===== config.mk =====
export PLATFORM = sky130hd
export DESIGN_NAME = ysyx_23060171_wbu_flat
export DESIGN_NICKNAME = d
export VERILOG_FILES = /design/src/rtl/ysyx_23060171_pkg.sv /design/src/rtl/ysyx_23060171_wbu_if.sv /design/src/rtl/ysyx_23060171_wbu_mux.sv /design/src/rtl/ysyx_23060171_wbu.sv /design/src/flat_wrapper.sv
export SDC_FILE = /design/constraint.sdc
export NUM_CORES = 1
export LEC_CHECK = 0
export BUFFER_PORTS_ARGS = -buffer_cell sky130_fd_sc_hd__buf_4
export CORE_MARGIN = 2
export CORE_UTILIZATION = 30
export DETAILED_ROUTE_END_ITERATION = 16
export RECOVER_POWER = 50
export SETUP_SLACK_MARGIN = 0.02
export SYNTH_ARGS = -nofsm -noshare
export SYNTH_HDL_FRONTEND = slang
export SYNTH_HIERARCHICAL = 1
export SYNTH_SLANG_ARGS = --single-unit

===== constraint.sdc =====
create_clock -name clk -period 1.7 [get_ports clk]
set_input_delay 0.17 -clock clk [delete_from_list [all_inputs] [get_ports clk]]
set_output_delay 0.17 -clock clk [all_outputs]
set_load 0.01 [all_outputs]

===== src/rtl/ysyx_23060171_pkg.sv =====
// Shared NPC constants: write-back data-select encodings and the WBU state enum.
package ysyx_23060171_pkg;

    // GPR write-data select (RegwriteD)
    localparam logic [2:0] WB_ALU = 3'd0;
    localparam logic [2:0] WB_MEM = 3'd1;
    localparam logic [2:0] WB_PC4 = 3'd2;
    localparam logic [2:0] WB_IMM = 3'd3;
    localparam logic [2:0] WB_CSR = 3'd4;

    // CSR write-data select (CSRWriteD)
    localparam logic [1:0] CW_ALU = 2'd0;
    localparam logic [1:0] CW_PC  = 2'd1;

    // Write-back unit states
    typedef enum logic [1:0] {
        StIdle  = 2'd0,
        StWrite = 2'd1,
        StDone  = 2'd2
    } wbu_state_e;

endpackage


===== src/rtl/ysyx_23060171_wbu_if.sv =====
// Write-back bus: LSU-to-WBU instruction handshake, register-file write ports
// and WBU-to-IFU retirement handshake.
interface ysyx_23060171_wbu_if #(
    parameter int unsigned CNT_W = 32
);
    // LSU -> WBU
    logic             in_valid;
    logic             in_ready;
    logic [31:0]      alu_res;
    logic [31:0]      mem_rdata;
    logic [31:0]      crd1;
    logic [31:0]      pc;
    logic [31:0]      pc_plus_4;
    logic [31:0]      immext;
    logic [2:0]       RegwriteD;
    logic [1:0]       CSRWriteD;
    logic             RegwriteE;
    logic             CSRWriteE;
    logic [4:0]       rw;
    logic [11:0]      crw;
    // WBU -> register files
    logic [31:0]      wd;
    logic [31:0]      csr_wd;
    logic [4:0]       rwW;
    logic [11:0]      crwW;
    logic             RegwriteEW;
    logic             CSRWriteEW;
    // WBU <-> IFU
    logic             done_valid;
    logic             done_ready;
    logic [CNT_W-1:0] retired;

    // Surrounding core (LSU, IFU, register files)
    modport master (
        output in_valid, alu_res, mem_rdata, crd1, pc, pc_plus_4, immext,
               RegwriteD, CSRWriteD, RegwriteE, CSRWriteE, rw, crw, done_ready,
        input  in_ready, wd, csr_wd, rwW, crwW, RegwriteEW, CSRWriteEW,
               done_valid, retired
    );

    // Write-back unit
    modport slave (
        input  in_valid, alu_res, mem_rdata, crd1, pc, pc_plus_4, immext,
               RegwriteD, CSRWriteD, RegwriteE, CSRWriteE, rw, crw, done_ready,
        output in_ready, wd, csr_wd, rwW, crwW, RegwriteEW, CSRWriteEW,
               done_valid, retired
    );

endinterface


===== src/rtl/ysyx_23060171_wbu_mux.sv =====
// Combinational GPR and CSR write-data selection.
module ysyx_23060171_wbu_mux
    import ysyx_23060171_pkg::*;
(
    input  logic [2:0]  regwriteD,
    input  logic [1:0]  csrWriteD,
    input  logic [31:0] aluRes,
    input  logic [31:0] memRdata,
    input  logic [31:0] crd1,
    input  logic [31:0] pc,
    input  logic [31:0] pcPlus4,
    input  logic [31:0] immext,
    output logic [31:0] wd,
    output logic [31:0] csrWd
);

    // GPR data: unused encodings write zero
    always_comb begin
        wd = 32'h0;
        case (regwriteD)
            WB_ALU:  wd = aluRes;
            WB_MEM:  wd = memRdata;
            WB_PC4:  wd = pcPlus4;
            WB_IMM:  wd = immext;
            WB_CSR:  wd = crd1;
            default: wd = 32'h0;
        endcase
    end

    // CSR data: only trap entry writes the PC (mepc); everything else takes the ALU result
    always_comb begin
        csrWd = aluRes;
        if (csrWriteD == CW_PC) begin
            csrWd = pc;
        end
    end

endmodule


===== src/rtl/ysyx_23060171_wbu.sv =====
// Write-back unit: latches one completed instruction, pulses the GPR/CSR write
// ports for one cycle, then reports retirement to the IFU.
module ysyx_23060171_wbu
    import ysyx_23060171_pkg::*;
#(
    parameter int unsigned CNT_W = 32
) (
    input  logic                    clk,
    input  logic                    rst,
    ysyx_23060171_wbu_if.slave      wbIf
);

    wbu_state_e       stateQ;
    logic             inReadyQ;
    logic             doneValidQ;
    logic             regWeQ;
    logic             csrWeQ;
    logic [CNT_W-1:0] retiredQ;

    logic [31:0]      aluResQ;
    logic [31:0]      memRdataQ;
    logic [31:0]      crd1Q;
    logic [31:0]      pcQ;
    logic [31:0]      pcPlus4Q;
    logic [31:0]      immextQ;
    logic [2:0]       regwriteDQ;
    logic [1:0]       csrWriteDQ;
    logic [4:0]       rwQ;
    logic [11:0]      crwQ;

    // FSM, input latches, registered handshake/strobe outputs and retire counter.
    // The write strobes are computed at acceptance so they are high exactly in WRITE.
    always_ff @(posedge clk) begin
        if (rst) begin
            stateQ     <= StIdle;
            inReadyQ   <= 1'b1;
            doneValidQ <= 1'b0;
            regWeQ     <= 1'b0;
            csrWeQ     <= 1'b0;
            retiredQ   <= '0;
            aluResQ    <= 32'h0;
            memRdataQ  <= 32'h0;
            crd1Q      <= 32'h0;
            pcQ        <= 32'h0;
            pcPlus4Q   <= 32'h0;
            immextQ    <= 32'h0;
            regwriteDQ <= 3'h0;
            csrWriteDQ <= 2'h0;
            rwQ        <= 5'h0;
            crwQ       <= 12'h0;
        end else begin
            case (stateQ)
                StIdle: begin
                    if (wbIf.in_valid) begin
                        aluResQ    <= wbIf.alu_res;
                        memRdataQ  <= wbIf.mem_rdata;
                        crd1Q      <= wbIf.crd1;
                        pcQ        <= wbIf.pc;
                        pcPlus4Q   <= wbIf.pc_plus_4;
                        immextQ    <= wbIf.immext;
                        regwriteDQ <= wbIf.RegwriteD;
                        csrWriteDQ <= wbIf.CSRWriteD;
                        rwQ        <= wbIf.rw;
                        crwQ       <= wbIf.crw;
                        // x0 is hardwired: never strobe a write to it
                        regWeQ     <= wbIf.RegwriteE && (wbIf.rw != 5'd0);
                        csrWeQ     <= wbIf.CSRWriteE;
                        inReadyQ   <= 1'b0;
                        stateQ     <= StWrite;
                    end
                end
                StWrite: begin
                    regWeQ     <= 1'b0;
                    csrWeQ     <= 1'b0;
                    doneValidQ <= 1'b1;
                    stateQ     <= StDone;
                end
                StDone: begin
                    if (wbIf.done_ready) begin
                        doneValidQ <= 1'b0;
                        inReadyQ   <= 1'b1;
                        retiredQ   <= retiredQ + 1'b1;
                        stateQ     <= StIdle;
                    end
                end
                default: begin
                    regWeQ     <= 1'b0;
                    csrWeQ     <= 1'b0;
                    doneValidQ <= 1'b0;
                    inReadyQ   <= 1'b1;
                    stateQ     <= StIdle;
                end
            endcase
        end
    end

    ysyx_23060171_wbu_mux uMux (
        .regwriteD (regwriteDQ),
        .csrWriteD (csrWriteDQ),
        .aluRes    (aluResQ),
        .memRdata  (memRdataQ),
        .crd1      (crd1Q),
        .pc        (pcQ),
        .pcPlus4   (pcPlus4Q),
        .immext    (immextQ),
        .wd        (wbIf.wd),
        .csrWd     (wbIf.csr_wd)
    );

    assign wbIf.rwW        = rwQ;
    assign wbIf.crwW       = crwQ;
    assign wbIf.RegwriteEW = regWeQ;
    assign wbIf.CSRWriteEW = csrWeQ;
    assign wbIf.in_ready   = inReadyQ;
    assign wbIf.done_valid = doneValidQ;
    assign wbIf.retired    = retiredQ;

endmodule


===== src/flat_wrapper.sv =====
// flat-port wrapper written by rule: the top's interface ports become plain ports
module ysyx_23060171_wbu_flat import ysyx_23060171_pkg::*;
#(
    parameter int unsigned CNT_W = 32
)
  (clk, rst, wbIf_in_valid, wbIf_alu_res, wbIf_mem_rdata, wbIf_crd1, wbIf_pc, wbIf_pc_plus_4, wbIf_immext, wbIf_RegwriteD, wbIf_CSRWriteD, wbIf_RegwriteE, wbIf_CSRWriteE, wbIf_rw, wbIf_crw, wbIf_done_ready, wbIf_in_ready, wbIf_wd, wbIf_csr_wd, wbIf_rwW, wbIf_crwW, wbIf_RegwriteEW, wbIf_CSRWriteEW, wbIf_done_valid, wbIf_retired);
  ysyx_23060171_wbu_if #(.CNT_W(CNT_W)) wbIf_i ();
  input  logic clk;
  input  logic rst;
  input wire logic [$bits(wbIf_i.in_valid)-1:0] wbIf_in_valid;
  input wire logic [$bits(wbIf_i.alu_res)-1:0] wbIf_alu_res;
  input wire logic [$bits(wbIf_i.mem_rdata)-1:0] wbIf_mem_rdata;
  input wire logic [$bits(wbIf_i.crd1)-1:0] wbIf_crd1;
  input wire logic [$bits(wbIf_i.pc)-1:0] wbIf_pc;
  input wire logic [$bits(wbIf_i.pc_plus_4)-1:0] wbIf_pc_plus_4;
  input wire logic [$bits(wbIf_i.immext)-1:0] wbIf_immext;
  input wire logic [$bits(wbIf_i.RegwriteD)-1:0] wbIf_RegwriteD;
  input wire logic [$bits(wbIf_i.CSRWriteD)-1:0] wbIf_CSRWriteD;
  input wire logic [$bits(wbIf_i.RegwriteE)-1:0] wbIf_RegwriteE;
  input wire logic [$bits(wbIf_i.CSRWriteE)-1:0] wbIf_CSRWriteE;
  input wire logic [$bits(wbIf_i.rw)-1:0] wbIf_rw;
  input wire logic [$bits(wbIf_i.crw)-1:0] wbIf_crw;
  input wire logic [$bits(wbIf_i.done_ready)-1:0] wbIf_done_ready;
  output wire logic [$bits(wbIf_i.in_ready)-1:0] wbIf_in_ready;
  output wire logic [$bits(wbIf_i.wd)-1:0] wbIf_wd;
  output wire logic [$bits(wbIf_i.csr_wd)-1:0] wbIf_csr_wd;
  output wire logic [$bits(wbIf_i.rwW)-1:0] wbIf_rwW;
  output wire logic [$bits(wbIf_i.crwW)-1:0] wbIf_crwW;
  output wire logic [$bits(wbIf_i.RegwriteEW)-1:0] wbIf_RegwriteEW;
  output wire logic [$bits(wbIf_i.CSRWriteEW)-1:0] wbIf_CSRWriteEW;
  output wire logic [$bits(wbIf_i.done_valid)-1:0] wbIf_done_valid;
  output wire logic [$bits(wbIf_i.retired)-1:0] wbIf_retired;
  assign wbIf_i.in_valid = wbIf_in_valid;
  assign wbIf_i.alu_res = wbIf_alu_res;
  assign wbIf_i.mem_rdata = wbIf_mem_rdata;
  assign wbIf_i.crd1 = wbIf_crd1;
  assign wbIf_i.pc = wbIf_pc;
  assign wbIf_i.pc_plus_4 = wbIf_pc_plus_4;
  assign wbIf_i.immext = wbIf_immext;
  assign wbIf_i.RegwriteD = wbIf_RegwriteD;
  assign wbIf_i.CSRWriteD = wbIf_CSRWriteD;
  assign wbIf_i.RegwriteE = wbIf_RegwriteE;
  assign wbIf_i.CSRWriteE = wbIf_CSRWriteE;
  assign wbIf_i.rw = wbIf_rw;
  assign wbIf_i.crw = wbIf_crw;
  assign wbIf_i.done_ready = wbIf_done_ready;
  assign wbIf_in_ready = wbIf_i.in_ready;
  assign wbIf_wd = wbIf_i.wd;
  assign wbIf_csr_wd = wbIf_i.csr_wd;
  assign wbIf_rwW = wbIf_i.rwW;
  assign wbIf_crwW = wbIf_i.crwW;
  assign wbIf_RegwriteEW = wbIf_i.RegwriteEW;
  assign wbIf_CSRWriteEW = wbIf_i.CSRWriteEW;
  assign wbIf_done_valid = wbIf_i.done_valid;
  assign wbIf_retired = wbIf_i.retired;
  ysyx_23060171_wbu #(.CNT_W(CNT_W)) u_core (.clk(clk), .rst(rst), .wbIf(wbIf_i));
endmodule

==> impl_metrics.csv, run 1 <==
group,metric,value,unit
power,intPower,11.6,mW
drt,avgViaCountPerCell,4.99,
setup_path,critPathKind,"reg2out",
place,gp_congestion,0.916,
setup_path,arrival,2020,ps
power,comb_power_share,0.202,
clocking,cts_buffer_depth,3,
clocking,cts.sinks,252,
floorplan,die-width,194,um
clocking,tritoncts,"yes",
grt,grt_usage,0.229,
clocking,numCtsBuffers,29,
drt,ant_nets,0,
yosys,ys_seq_area_frac,0.465,
setup_path,cp_num_buf_inv,3,
run,maxCapViolCount,0,
yosys,syn_avg_cell_area,8.12,sq um
sta,slew_headroom,0.621,
setup_path,endpoint_kind,"primary output",
floorplan,ios,337,
grt,grt_pass1_wl,68.8,mm
clocking,clkLatencyLatePin,540,ps
setup_path,critical_path.slowest_cell,"dfxtp_4",
min_path,worst_hold_path.num_cells,4,
setup_path,cp-start-kind,"flop",
yosys,synth-seq-cells,252,
layout,utilization,0.528,
layout,fin_area,18800,sq um
layout,drive_gt1_frac,0.319,
setup_path,cpPeakStageDelay,410,ps
layout,final_common_cell,"nand2_1",
setup_path,cp.required,1530,ps
place,dp_cells,2107,
yosys,ys_warn_count,6,
layout,seqCellArea,5060,sq um
layout,final_cell_mix,"nand2_1, buf_4, dfxtp_1, a21oi_1, dlygate4sd3_1",
yosys,ys_types,50,
sta,fin_ws,-494,ps
floorplan,start_util,0.305,
run_status,status,"complete, but fails checks",
place,dp_hpwl,30.5,mm
setup_path,path_cells,"buf_12 > nor2b_4 > buf_6 > a22oi_1 > o21ai_1 > buf_4",
setup_path,critPathTopFamily,"buffers and inverters",
grt,antenna_found_initial,4,
layout,fill_cells,3232,
floorplan,coreArea,35600,sq um
clocking,clk_pin_slew,60,ps
place,dpl_cell_area,14400,sq um
sta,fin_crit_sh,1.29,
sta,final-setup-viol-count,219,
yosys,yosys.area.top_type_share,0.465,
yosys,synth_fp_nets,1557,
place,port_buffers,336,
layout,layout.nets,2174,
power,clockPowerShare,0.390,
setup_path,critPathMaxFanout,8,
sta,finalClockSkew,9.15,ps
power,p_sw_frac,0.270,
yosys,ys_async_sr_fraction,0,
floorplan,rows,69,
grt,grt_max_degree,71,
sta,rsz0062_at_grt,"true",
yosys,netlist_instances,1336,
min_path,hold_path_class,"in2reg",
yosys,netlist_area,10900,sq um
sta,worst_pin_slew,568,ps
layout,fin_cells,2440,
power,peakVddDrop,0.766,mV
power,p_sw,4.29,mW
floorplan,die_area,37700,sq um
sta,slew_viol_final,0,
floorplan,fp.dieH,194,um
power,leakage,7.65,nW
yosys,synth_area_leader_cell,"dfxtp_1",
setup_path,crit_cells,6,
yosys,synth_flop_cell,"dfxtp_1",
sta,finalHoldViolations,0,
sta,max_freq,0.456,GHz
drt,drt-total-wl,47.1,mm
layout,multi_input_area,5810,sq um
clocking,cts.htree.levels,1,
layout,area_growth,72.9,%
power,seqPwrFrac,0.408,
grt,overflow,0,
sta,min_period,2190,ps
drt,vias,12181,
yosys,netlist_top_cells_area,"dfxtp_1, nand2_1, a21oi_1, mux2_4, mux2_2",
sta,setup_tns,-33930,ps
drt,first_pass_iters,7,
drt,wl_per_cell,19.3,um
power,pwr_density_cell,848,nW/um^2
run_status,violations,"negative setup slack",
drt,dr.first_iter.drc_count,853,
setup_path,ff2ff_path_depth,4,
yosys,synth_enable_flop_cells,0,
drt,route.detailed.drc,0,
grt,first_global_vias,11754,
clocking,clock-root-buffer,"clkbuf_16",
-- logic make-up after synthesis --
kind of cell,Yosys count,share of synthesized area
and+or+nand+nor,537,0.209
AOI/OAI and AO/OA,352,0.184
DFF,252,0.465
buffers and inverters,115,0.0505
muxes,71,0.0833
xor gates and xnor gates,8,0.00646
adders and majority gates,1,0.00115
-- synthesized netlist by cell type, types with 10 or more instances --
master / count
a22oi_1: 31
mux2_4: 29
o21ai_1: 31
a32oi_1: 32
nand4_1: 11
or4_1: 12
nor2_1: 20
a21oi_1: 235
or3_1: 10
o31ai_1: 11
mux2_2: 37
dfxtp_1: 252
buf_2: 17
clkbuf_1: 70
nand2_1: 436
-- timing repair --
action / CTS / global route
setup buffers: 22 / 26
resized for setup: 128 / 61
endpoints found under the setup margin: 83 / 158
cloned: 8 / 9
hold buffers: 217 / 0
endpoints found under the hold margin: 217 / 0
pin swaps: 29 / 16
-- worst paths after layout --
kind | startpoint | endpoint | slack (ps)
max | u_core/regwriteDQ[0] | wbIf_wd[6] | -490
min | wbIf_in_valid | u_core/wbIf.RegwriteEW | 40
max reg2reg | u_core/wbIf.retired[2] | u_core/wbIf.retired[13] | -190
min reg2reg | u_core/immextQ[15] | u_core/immextQ[15] | 450
-- tightest hold or removal path, cell delays in order --
cell and delay, ps:
buf_4 110, nand2b_4 50, a21oi_1 150, nor3_1 60
-- flip-flops by register name, indices dropped and copies added, names as in the netlist --
| signal | count |
|---|---|
| u_core/aluResQ | 32 |
| u_core/crd1Q | 32 |
| u_core/immextQ | 32 |
| u_core/memRdataQ | 32 |
| u_core/pcPlus4Q | 32 |
| u_core/pcQ | 32 |
| u_core/wbIf.retired | 32 |
| u_core/wbIf.crwW | 12 |
| u_core/wbIf.rwW | 5 |
| u_core/regwriteDQ | 3 |
| u_core/csrWriteDQ | 2 |
| u_core/stateQ | 2 |
| u_core/wbIf.CSRWriteEW | 1 |
| u_core/wbIf.RegwriteEW | 1 |
| u_core/wbIf.done_valid | 1 |
| u_core/wbIf.in_ready | 1 |
-- final cells by class --
cell class / count / share of cell area
Antenna cell: 5 / 0.000667
Multi-Input combinational cell: 972 / 0.310
Clock buffer: 40 / 0.0435
Timing Repair Buffer: 695 / 0.338
Sequential cell: 252 / 0.270
Tap cell: 461 / 0.0307
Clock inverter: 12 / 0.00667
Inverter: 3 / 0.000600
-- power groups by stage --
| stage | Combinational, mW | Sequential [mW] | Clock, mW |
|---|---|---|---|
| 2_1_floorplan | 1.17 | 6.52 | 0 |
| 3_3_place_gp | 2.35 | 6.58 | 0 |
| 3_5_place_dp | 2.36 | 6.59 | 0 |
| 4_1_cts | 3.06 | 6.47 | 6.32 |
| 5_1_grt | 3.43 | 6.52 | 6.57 |
| 6_report | 3.22 | 6.48 | 6.20 |
-- layer usage --
layer  vias up  wire length (um)  GRT usage
li1       5846                 -          -
met1      5760             22100      0.329
met2       498             20900      0.358
met3        77              2900     0.0325
met4         0              1190     0.0595
met5         -                 0          0
-- per-stage QoR --
step / power (mW) / setup slack (ps) / hold WS [ps]
global route: 16.5 / -525 / 45.4
CTS: 15.9 / -498 / 84.9
finish: 15.9 / -494 / 42.1
detailed placement: 8.95 / -233 / 427
floorplan: 7.69 / 21.2 / 306
global placement: 8.92 / -191 / 415
Power figures use the tool's default switching activity.
==> run 2: changes to the inputs <==
--- a/config.mk
+++ b/config.mk
@@ -6,9 +6,12 @@
 export NUM_CORES = 1
 export LEC_CHECK = 0
 export BUFFER_PORTS_ARGS = -buffer_cell sky130_fd_sc_hd__buf_4
+export CELL_PAD_IN_SITES_DETAIL_PLACEMENT = 0
+export CELL_PAD_IN_SITES_GLOBAL_PLACEMENT = 2
 export CORE_MARGIN = 2
-export CORE_UTILIZATION = 30
+export CORE_UTILIZATION = 26
 export DETAILED_ROUTE_END_ITERATION = 16
+export PLACE_DENSITY_LB_ADDON = 0.1
 export RECOVER_POWER = 50
 export SETUP_SLACK_MARGIN = 0.02
 export SYNTH_ARGS = -nofsm -noshare
==> run 2 against run 1 <==
The flow still finishes with violations (negative setup slack). Clock power up 11%. Largest cell class unchanged. Maximum frequency up 1.0%. Core utilization fell by 6.7 points. Register-to-register slack gained 40 ps. Setup slack gained 22 ps. Clock skew increased by 0.98 ps. First-iteration DRC count fell by 43%.
==> impl_metrics.csv, run 2 (synthesis results as in run 1) <==
group,metric,value,unit
layout,drive_gt1_frac,0.321,
drt,wl_per_cell,18.9,um
setup_path,critPathMaxFanout,6,
drt,vias,11756,
drt,first_pass_iters,5,
floorplan,rows,74,
clocking,cts.htree.levels,2,
setup_path,reg2reg_to,"u_core/wbIf.retired[25]",
layout,area_growth,74.1,%
power,clockPowerShare,0.415,
layout,layout.nets,2157,
grt,overflow,0,
layout,multi_input_area,5890,sq um
setup_path,ff2ff_path_depth,4,
setup_path,r2r-start,"u_core/wbIf.retired[2]",
run_status,violations,"negative setup slack",
power,leakage,7.67,nW
setup_path,arrival,2000,ps
sta,finalClockSkew,10.1,ps
sta,rsz0062_at_grt,"true",
power,intPower,12.1,mW
power,seqPwrFrac,0.392,
sta,slew_viol_final,0,
power,comb_power_share,0.194,
sta,max_freq,0.460,GHz
layout,seqCellArea,5060,sq um
floorplan,fp.dieH,208,um
sta,worst_pin_slew,638,ps
layout,final_common_cell,"nand2_1",
sta,slew_headroom,0.574,
clocking,cts_buffer_depth,3,
min_path,hold_end,"u_core/wbIf.RegwriteEW",
floorplan,die-width,208,um
setup_path,path_cells,"buf_6 > buf_12 > mux2_4 > a32oi_2 > o21ai_1 > buf_4",
drt,ant_nets,0,
sta,finalHoldViolations,0,
clocking,clock-root-buffer,"clkbuf_16",
grt,grt_usage,0.207,
power,p_sw,4.44,mW
run,maxCapViolCount,0,
setup_path,regToRegSetupSlack,-150,ps
floorplan,ios,337,
place,gp_congestion,0.814,
place,port_buffers,336,
grt,use_met3,0.0402,
drt,route.detailed.drc,0,
setup_path,critical_path.slowest_cell,"dfxtp_4",
run_status,status,"complete, but fails checks",
drt,drt-total-wl,47.0,mm
setup_path,endpoint_kind,"primary output",
power,pwr_density_cell,875,nW/um^2
grt,use_met2,0.322,
power,peakVddDrop,0.650,mV
setup_path,cp-start-kind,"flop",
grt,grt_max_degree,89,
grt,antenna_found_initial,7,
place,dp_hpwl,31.5,mm
layout,fill_cells,4143,
layout,utilization,0.461,
grt,grt_pass1_wl,70.4,mm
clocking,tritoncts,"yes",
grt,use_met1,0.290,
floorplan,die_area,43400,sq um
sta,fin_ws,-472,ps
grt,first_global_vias,11889,
grt,grt_busiest_layer,"met2",
clocking,numCtsBuffers,34,
drt,dr.first_iter.drc_count,486,
clocking,clkLatencyLatePin,520,ps
setup_path,cp.required,1530,ps
setup_path,cpPeakStageDelay,380,ps
drt,avgViaCountPerCell,4.72,
min_path,hold_path_class,"in2reg",
setup_path,critPathKind,"reg2out",
sta,final-setup-viol-count,220,
floorplan,start_util,0.265,
clocking,clk_pin_slew,60,ps
sta,min_period,2170,ps
min_path,min_from,"wbIf_in_valid",
layout,final_cell_mix,"nand2_1, buf_4, dfxtp_1, a21oi_1, dlygate4sd3_1",
power,p_sw_frac,0.268,
sta,setup_tns,-30910,ps
clocking,cts.sinks,252,
min_path,worst_hold_path.num_cells,4,
sta,fin_crit_sh,1.28,
floorplan,coreArea,41000,sq um
run 2: through the flow:
stage          total power, mW  hold WS (ps)  setup WS [ps]  std cells  cell area, sq um
3_5_place_dp              8.98           427          -80.7       2183             14600
6_report                  16.5          41.1           -472       2493             18900
4_1_cts                   16.7          1.21           -479       2475             18600
5_1_grt                   17.3          39.3           -546       2491             18900
2_1_floorplan             7.69           306           21.2       1336             10900
3_3_place_gp              8.98           417          -74.1       2183             14600
run 2: layout make-up:
| class | instances | share of cell area |
|---|---|---|
| clock buffers | 48 | 0.0538 |
| repair buffers | 675 | 0.328 |
| diodes | 5 | 0.000662 |
| well taps | 532 | 0.0352 |
| flip-flops and latches | 252 | 0.268 |
| clock inverters | 8 | 0.00232 |
| inverters | 3 | 0.000596 |
| multi-input cells | 970 | 0.312 |
run 2: power by group through the flow:
stage                     Combinational (mW)  Clock [mW]  Sequential (mW)
after floorplan                         1.17           0             6.52
after global placement                  2.40           0             6.57
after detailed placement                2.41           0             6.58
after CTS                               3.12        7.10             6.47
after global routing                    3.45        7.30             6.52
final                                   3.20        6.86             6.48
run 2: worst max-delay path by stage:
stage | from | to | slack [ps] | cells after the start
2_1_floorplan | u_core/wbIf.retired[18] | u_core/wbIf.retired[29] | 20 | 4
3_3_place_gp | u_core/regwriteDQ[0] | wbIf_wd[20] | -70 | 6
3_5_place_dp | u_core/regwriteDQ[0] | wbIf_wd[20] | -80 | 6
4_1_cts | u_core/regwriteDQ[0] | wbIf_wd[13] | -480 | 6
5_1_grt | u_core/regwriteDQ[0] | wbIf_wd[20] | -550 | 6
6_report | u_core/regwriteDQ[0] | wbIf_wd[20] | -470 | 6
run 2: worst max-delay path: cells and delay by family (launching register included):
family / cells / cell delay [ps]
buffers and inverters: 3 / 430
AOI/OAI and AO/OA: 2 / 320
muxes: 1 / 330
DFF: 1 / 380
run 2: what timing repair did:
action	CTS	global route
gates resized for setup	123	75
hold buffers	216	0
pin swaps	19	22
hold endpoints to repair	216	0
setup buffers	13	10
gates cloned	7	6
endpoints found under the setup margin	78	163
run 2: routing by layer:
metal,part of all wire,routed length [um]
met1,0.48,22700
met5,0.00038,18
met3,0.047,2210
met2,0.45,21100
met4,0.021,990
==> run 3: changes to the inputs <==
--- a/config.mk
+++ b/config.mk
@@ -12,7 +12,6 @@
 export CORE_UTILIZATION = 26
 export DETAILED_ROUTE_END_ITERATION = 16
 export PLACE_DENSITY_LB_ADDON = 0.1
-export RECOVER_POWER = 50
 export SETUP_SLACK_MARGIN = 0.02
 export SYNTH_ARGS = -nofsm -noshare
 export SYNTH_HDL_FRONTEND = slang
==> constraint.sdc (replaced) <==
create_clock -name clk -period 1.7 [get_ports clk]
set_input_delay 0.17 -clock clk [delete_from_list [all_inputs] [get_ports clk]]
set_output_delay 0.17 -clock clk [all_outputs]
set_load 0.02 [all_outputs]
==> run 3 against run 2 <==
Count of clock-buffer cells in the layout did not move. Core utilization increased by 0.51 points. Clock power rose by 3.2%. The run still ends with negative setup slack left. Sequential power is essentially flat. Via count fell by 0.68%. Maximum frequency decreased by 0.39%. Die area unchanged. Sequential cell count did not move. Combinational power rose by 4%. Highest routed layer unchanged.
==> impl_metrics.csv, run 3 (synthesis results as in run 1) <==
group,metric,value,unit
layout,drive_gt1_frac,0.339,
min_path,hold_path_class,"in2reg",
floorplan,fp.dieH,208,um
grt,first_global_vias,11480,
sta,finalClockSkew,13.0,ps
run_status,violations,"negative setup slack",
floorplan,die_area,43400,sq um
place,port_buffers,336,
drt,avgViaCountPerCell,4.69,
power,leakage,7.98,nW
sta,slew_viol_final,0,
drt,vias,11676,
run,maxCapViolCount,0,
clocking,tritoncts,"yes",
drt,route.detailed.drc,0,
power,peakVddDrop,0.754,mV
run_status,status,"complete, but fails checks",
place,post-place-ws,-87.4,ps
floorplan,start_util,0.265,
grt,overflow,0,
grt,grt_pass1_wl,69.2,mm
setup_path,arrival,2010,ps
floorplan,coreArea,41000,sq um
sta,slew_headroom,0.620,
sta,finalHoldViolations,0,
layout,area_growth,76.1,%
sta,setup_tns,-22930,ps
layout,layout.nets,2154,
clocking,cts.htree.levels,1,
layout,final_cell_mix,"nand2_1, buf_4, a21oi_1, dfxtp_1, dlygate4sd3_1",
clocking,clock-root-buffer,"clkbuf_16",
sta,min_period,2180,ps
drt,dr.first_iter.drc_count,580,
grt,antenna_found_initial,4,
sta,rsz0062_at_grt,"true",
drt,wl_per_cell,18.8,um
layout,final_common_cell,"nand2_1",
setup_path,critPathMaxFanout,12,
clocking,clkLatencyLatePin,570,ps
setup_path,critPathKind,"reg2out",
sta,worst_pin_slew,570,ps
floorplan,rows,74,
sta,max_freq,0.459,GHz
grt,grt_usage,0.202,
setup_path,endpoint_kind,"primary output",
setup_path,cp.required,1530,ps
layout,utilization,0.466,
drt,ant_nets,0,
power,pwr_density_cell,883,nW/um^2
floorplan,ios,337,
place,gp_congestion,0.826,
sta,fin_crit_sh,1.28,
drt,first_pass_iters,5,
clocking,clk_pin_slew,60,ps
sta,final-setup-viol-count,67,
clocking,cts.sinks,252,
drt,drt-total-wl,47.0,mm
setup_path,cp-start-kind,"flop",
power,power,16.9,mW
grt,grt_max_degree,68,
sta,fin_ws,-480,ps
clocking,cts_buffer_depth,3,
clocking,numCtsBuffers,31,
place,dp_hpwl,31.2,mm
floorplan,die-width,208,um
run 3: cell type report:
| class | instances | area [sq um] |
|---|---|---|
| diodes | 3 | 7.51 |
| clock buffers | 48 | 980 |
| clock inverters | 9 | 129 |
| fillers | 3991 | 21900 |
| inverters | 3 | 11.3 |
| multi-input cells | 969 | 5780 |
| flip-flops and latches | 252 | 5100 |
| well taps | 532 | 666 |
| repair buffers | 676 | 6440 |
run 3: final timing paths:
check                         startpoint                       to  slack [ps]  depth (start not counted)
hold / removal             wbIf_in_valid   u_core/wbIf.RegwriteEW          40                          4
setup reg to reg  u_core/wbIf.retired[1]  u_core/wbIf.retired[28]         -30                          5
hold reg to reg         u_core/crd1Q[17]         u_core/crd1Q[17]         450                          2
setup / recovery    u_core/regwriteDQ[0]              wbIf_wd[25]        -480                          6
run 3: worst max-delay path, cell delays in order, from the launching register on:
cell and delay, ps:
dfxtp_4 400, buf_12 160, buf_8 120, mux2_4 290
a32oi_1 170, o21ai_1 120, buf_4 180
run 3: timing repair:
action	4_1_cts	5_1_grt
setup buffers	15	9
hold endpoints to repair	219	0
hold buffers	218	0
endpoints found under the setup margin	77	99
resized for setup	112	44
gates cloned	4	8
pin swaps	6	14
run 3: report_power, final:
group	switching [mW]	leakage [nW]	internal (mW)	total, mW
logic	1.59	5.36	1.74	3.33
registers	0.229	2.08	6.23	6.46
clock network	2.70	0.545	4.39	7.08
run 3: layer usage:
metal  GRT usage  part of all wire  routed length [um]
met4      0.0365             0.017                 785
met1       0.292              0.48               22700
met2       0.312              0.44               20800
met3      0.0412             0.056                2650
met5           0           0.00023                  11
run 3: metrics by stage:
stage	cells	area, sq um	hold WS (ps)
finish	2492	19100	40.3
global route	2491	19100	69.8
CTS	2475	18700	17.7
detailed placement	2181	14600	427
global placement	2181	14600	418
floorplan	1336	11000	306
